<file path="src/rtl/dc_wb_bridge.sv">
// L1 dcache to L2 bridge: refills go straight to L2 (or are forwarded from the
// write-back buffer), dirty lines are parked in a small FIFO and drained when idle.
module dc_wb_bridge #(
    parameter int DEPTH = 2,
    parameter int AW    = 28,
    parameter int LW    = 128
) (
    input  logic          clk,
    input  logic          rst,
    input  logic          dc_req,
    input  logic          dc_rw,
    input  logic [AW-1:0] dc_addr,
    input  logic [LW-1:0] dc_wd,
    output logic          dc_gnt,
    output logic [LW-1:0] dc_rd,
    output logic          dc_rd_en,
    output logic          wb_full,
    output logic          l2_req,
    output logic          l2_rw,
    output logic [AW-1:0] l2_addr,
    output logic [LW-1:0] l2_wd,
    input  logic          l2_ack,
    input  logic [LW-1:0] l2_rd,
    input  logic          l2_rd_vld
);

    localparam int PW = (DEPTH > 1) ? $clog2(DEPTH) : 1;

    typedef enum logic [1:0] {
        IDLE    = 2'd0,
        RD_REQ  = 2'd1,
        RD_WAIT = 2'd2,
        WB      = 2'd3
    } state_t;

    state_t        state_reg;
    logic [AW-1:0] addr_mem [DEPTH];
    logic [LW-1:0] data_mem [DEPTH];
    logic [PW-1:0] head_reg;
    logic [PW-1:0] tail_reg;
    logic [PW:0]   count_reg;

    logic [LW-1:0] dc_rd_reg;
    logic          dc_rd_en_reg;
    logic          l2_req_reg;
    logic          l2_rw_reg;
    logic [AW-1:0] l2_addr_reg;
    logic [LW-1:0] l2_wd_reg;

    logic [DEPTH-1:0] entry_vld;
    logic [DEPTH-1:0] addr_hit;
    logic [DEPTH-1:0] wr_match;

    logic          wr_hit;
    logic [PW-1:0] wr_idx;
    logic          rd_hit;
    logic [PW-1:0] hit_idx;
    logic [LW-1:0] fwd_data;
    logic [LW-1:0] head_data;

    logic fifo_full;
    logic wr_en;
    logic rd_acc;
    logic push;
    logic pop;

    // An entry is live when its distance from the head is below the count.
    generate
        for (genvar gi = 0; gi < DEPTH; gi++) begin : g_entry
            logic [PW-1:0] offset;
            assign offset        = PW'(gi) - head_reg;
            assign entry_vld[gi] = ({1'b0, offset} < count_reg);
            assign addr_hit[gi]  = entry_vld[gi] && (addr_mem[gi] == dc_addr);
            // The head being drained is frozen; a write to it must take a new slot.
            assign wr_match[gi]  = addr_hit[gi] &&
                                   !((state_reg == WB) && (head_reg == PW'(gi)));
        end
    endgenerate

    always_comb begin
        wr_hit  = 1'b0;
        wr_idx  = tail_reg;
        hit_idx = '0;
        for (int i = 0; i < DEPTH; i++) begin
            if (wr_match[i]) begin
                wr_hit = 1'b1;
                wr_idx = PW'(i);
            end
            if (addr_hit[i]) begin
                hit_idx = PW'(i);
            end
        end
    end

    assign rd_hit   = |addr_hit;
    assign fwd_data = data_mem[hit_idx];

    assign fifo_full = (count_reg == (PW+1)'(DEPTH));
    assign wr_en     = dc_req && dc_rw && !fifo_full;
    assign rd_acc    = dc_req && !dc_rw && (state_reg == IDLE);
    assign push      = wr_en && !wr_hit;
    assign pop       = (state_reg == WB) && l2_ack;

    // A coalesce onto the head in the same cycle the drain starts must reach L2.
    assign head_data = (wr_en && wr_hit && (wr_idx == head_reg)) ? dc_wd
                                                                 : data_mem[head_reg];

    assign dc_gnt   = wr_en || rd_acc;
    assign wb_full  = fifo_full;
    assign dc_rd    = dc_rd_reg;
    assign dc_rd_en = dc_rd_en_reg;
    assign l2_req   = l2_req_reg;
    assign l2_rw    = l2_rw_reg;
    assign l2_addr  = l2_addr_reg;
    assign l2_wd    = l2_wd_reg;

    always_ff @(posedge clk) begin
        if (wr_en) begin
            addr_mem[wr_idx] <= dc_addr;
            data_mem[wr_idx] <= dc_wd;
        end
    end

    always_ff @(posedge clk) begin
        if (!rst) begin
            head_reg  <= '0;
            tail_reg  <= '0;
            count_reg <= '0;
        end else begin
            if (push) begin
                tail_reg <= tail_reg + 1'b1;
            end
            if (pop) begin
                head_reg <= head_reg + 1'b1;
            end
            count_reg <= count_reg + (PW+1)'(push) - (PW+1)'(pop);
        end
    end

    always_ff @(posedge clk) begin
        if (!rst) begin
            state_reg    <= IDLE;
            dc_rd_reg    <= '0;
            dc_rd_en_reg <= 1'b0;
            l2_req_reg   <= 1'b0;
            l2_rw_reg    <= 1'b0;
            l2_addr_reg  <= '0;
            l2_wd_reg    <= '0;
        end else begin
            dc_rd_en_reg <= 1'b0;
            case (state_reg)
                IDLE: begin
                    if (rd_acc) begin
                        if (rd_hit) begin
                            dc_rd_reg    <= fwd_data;
                            dc_rd_en_reg <= 1'b1;
                        end else begin
                            state_reg   <= RD_REQ;
                            l2_req_reg  <= 1'b1;
                            l2_rw_reg   <= 1'b0;
                            l2_addr_reg <= dc_addr;
                        end
                    end else if (count_reg != '0) begin
                        state_reg   <= WB;
                        l2_req_reg  <= 1'b1;
                        l2_rw_reg   <= 1'b1;
                        l2_addr_reg <= addr_mem[head_reg];
                        l2_wd_reg   <= head_data;
                    end
                end
                RD_REQ: begin
                    if (l2_ack) begin
                        state_reg  <= RD_WAIT;
                        l2_req_reg <= 1'b0;
                    end
                end
                RD_WAIT: begin
                    if (l2_rd_vld) begin
                        state_reg    <= IDLE;
                        dc_rd_reg    <= l2_rd;
                        dc_rd_en_reg <= 1'b1;
                    end
                end
                WB: begin
                    if (l2_ack) begin
                        state_reg  <= IDLE;
                        l2_req_reg <= 1'b0;
                    end
                end
                default: begin
                    state_reg  <= IDLE;
                    l2_req_reg <= 1'b0;
                end
            endcase
        end
    end

endmodule

</file>
<file path="config.mk">
export PLATFORM = sky130hd
export DESIGN_NAME = dc_wb_bridge
export DESIGN_NICKNAME = d
export VERILOG_FILES = /design/src/rtl/dc_wb_bridge.sv
export SDC_FILE = /design/constraint.sdc
export NUM_CORES = 1
export LEC_CHECK = 0
export BUFFER_PORTS_ARGS = -buffer_cell sky130_fd_sc_hd__clkbuf_2
export CORE_AREA = 5 5 236 238
export CTS_CLUSTER_DIAMETER = 30
export DETAILED_ROUTE_END_ITERATION = 10
export DIE_AREA = 0 0 241 243
export PLACE_DENSITY = 0.7
export RECOVER_POWER = 50
export SLEW_MARGIN = 20
export SYNTH_ARGS = -nofsm -noshare
export SYNTH_HDL_FRONTEND = slang
export SYNTH_SLANG_ARGS = --single-unit
export TNS_END_PERCENT = 5
</file>
<file path="constraint.sdc">
create_clock -name clk -period 16.9 [get_ports clk]
set_clock_uncertainty 0.2 [all_clocks]
set_input_delay 0.845 -clock clk [delete_from_list [all_inputs] [get_ports clk]]
set_output_delay 0.845 -clock clk [all_outputs]
set_load 0.01 [all_outputs]
</file>
==> reports/metrics.cfg <==
[floorplanning]
core_sq_um=53400
die_w_microns=241
io_pins=579
die-area_sq_um=58600
fp.dieH_microns=243
rows=85
start_util=0.473

[worst_setup_path]
r2r_start=count_reg[0]
end_kind=flip-flop
critPathLaunchType=input pin
worst-endpoint-arrival_ns=5.83
reg2reg_to=data_mem[0][85]
cp_max_fo=70
required_ns=17.25
ff2ff_setup_slack_ns=12.50
r2r_cells=8
crit_type=in -> reg

[sta]
max_freq_mhz=183
slew_headroom=-1.02
fin_crit_ns=5.48
rsz0062_at_grt=false
min_period_over_period=0.324
worstMarginPinSlew_ns=3.02
fin_setup_tns_ns=0
setup_viol=0
hold_viol_final=0
slew_viol_final=89

[synthesis]
synth_nets=2389
synth.distinct_cells=38
synth_seq_area_share=0.604
synthMostInstantiatedCell=nand2_1
yosysTopAreaCell=edfxtp_1
netlist_top_cells_count=nand2_1, edfxtp_1, dfxtp_1
yosysTopAreaCellShare=0.371
ys.flop_type=edfxtp_1
syn-cell-area_sq_um=25200
synth.area.top_cells=edfxtp_1, dfxtp_1, mux2i_1
postSynthCellCount=2097
synth_edf_count=312
synth_warnings=0
avgSynthCellArea_sq_um=12.0
synthArstFlopShare=0
synth-seq-cells=606

[status]
status=finished with violations
violations=capacitance limit, slew limit

[final_layout]
area_growth_pct=28.0
drive_gt1_frac=0.182
fin_area_sq_um=32300
nets=2949
largest_register_ffs=256

[global_routing]
grt-busiest-layer=met2
grt.total_usage=0.247
grt_pass1_vias=19406
grt_max_degree=257
antenna_found_initial=17
overflow=0
use_met3=0.0623
met2_usage=0.410
grt_pass1_wl_mm=114
met1_usage=0.309

[clock_network]
cts_buffers=117
cts_tree=built
postCtsSetupBuffers=0
cts-root-buf=clkbuf_16
cts_hold_repair.buffers=0
path_clk_slew_ns=0.05
cts_buffer_depth=3
insertion_delay_ns=0.63
clock-sinks=606
cts_resized=0
cts.htree.levels=3

[place]
io_buffer_count=578
placed_area_sq_um=28600
hpwl_mm=49.3
place_congestion=0.852

[power]
p_leak_nw=12.7
peakVddDrop_mv=0.0945
p_per_area_nw_per_um2=138

[drt]
first_pass_iters=5
via_per_inst=5.43
vias=18872
drt-total-wl_mm=75.2
drt_iter0_drc=1376
ant_nets=0
wire_per_inst_microns=21.6
drc=0

[worst_hold_path]
hold-path-endpoint=data_mem[0][88]
whs_path_depth=1
hp-class=in -> reg
min_from=dc_wd[88]

[run]
drv_cap=1

[worst max path at each step]
stage                       startpoint          endpoint  slack [ns]  cells after the start
after floorplan            dc_addr[24]    addr_mem[1][0]        7.16                      7
after global placement     dc_addr[16]  data_mem[0][114]       11.90                      9
after detailed placement   dc_addr[16]   data_mem[0][79]       11.94                      9
after CTS                 count_reg[0]   data_mem[0][85]       12.49                      8
after global routing               rst        l2_wd[102]       11.03                      7
final                              rst        l2_wd[102]       11.42                      7
[through the flow]
step	hold slack, ns	cells	util	power, W	setup WS (ns)
after global routing	0.219	3469	0.605	0.00463	11.03
final	0.239	3473	0.605	0.00447	11.42
after detailed placement	0.243	3234	0.536	0.00211	11.94
after global placement	0.235	3234	0.536	0.00210	11.90
after CTS	0.167	3456	0.615	0.00452	12.49
after floorplan	0.246	2097	-	0.00193	7.16
[cell usage in the layout (no fill, tap or decap), drive strengths merged, types with 17 or more instances in the layout]
cell and n:
o21ai 316, xnor2 27, diode 17, mux2 128, nand4 35, clkinv 28, mux2i 285, edfxtp 312
inv 24, clkbuf 726, nand2 321, xor2 32, dfxtp 294, buf 17, a22o 128
[cells by family after synthesis]
family,after synthesis,synth area share
AOI/OAI and AO/OA,459,0.111
xor gates and xnor gates,59,0.0205
adders and majority gates,2,0.000991
buffers and inverters,158,0.0260
DFF,606,0.604
muxes,413,0.170
and+or+nand+nor,400,0.0665
[per-layer routing]
metal / wire (microns) / part of all wire / up-vias
met5: 13 / 0.00017 / -
met2: 36700 / 0.49 / 683
met1: 30200 / 0.40 / 9150
met4: 2470 / 0.033 / 2
met3: 5760 / 0.077 / 141
li1: - / - / 8896
[power breakdown]
group          leakage, nW  switching [W]  internal (W)  total, W
clock network         2.03       0.000791       0.00161   0.00240
registers             5.25      0.0000493       0.00164   0.00169
logic                 5.40       0.000251      0.000130  0.000381
[worst max-delay path, stage by stage]
cell and delay (ns):
clkbuf_2 0.08, clkbuf_1 2.13, a21boi_4 1.11, buf_4 0.56, buf_4 0.68, nand2_1 0.16
o21ai_1 0.12
[cell type report]
cell class,instances,area [sq um]
fill,4477,21100
sequential,606,15300
multi-input combinational,1333,9430
clock buffer,147,3270
timing repair buffer,596,2510
clock inverter,75,923
tap,696,871
antenna,17,42.5
inverter,3,11.3
Note: power is estimated with default switching activity, not from simulation.
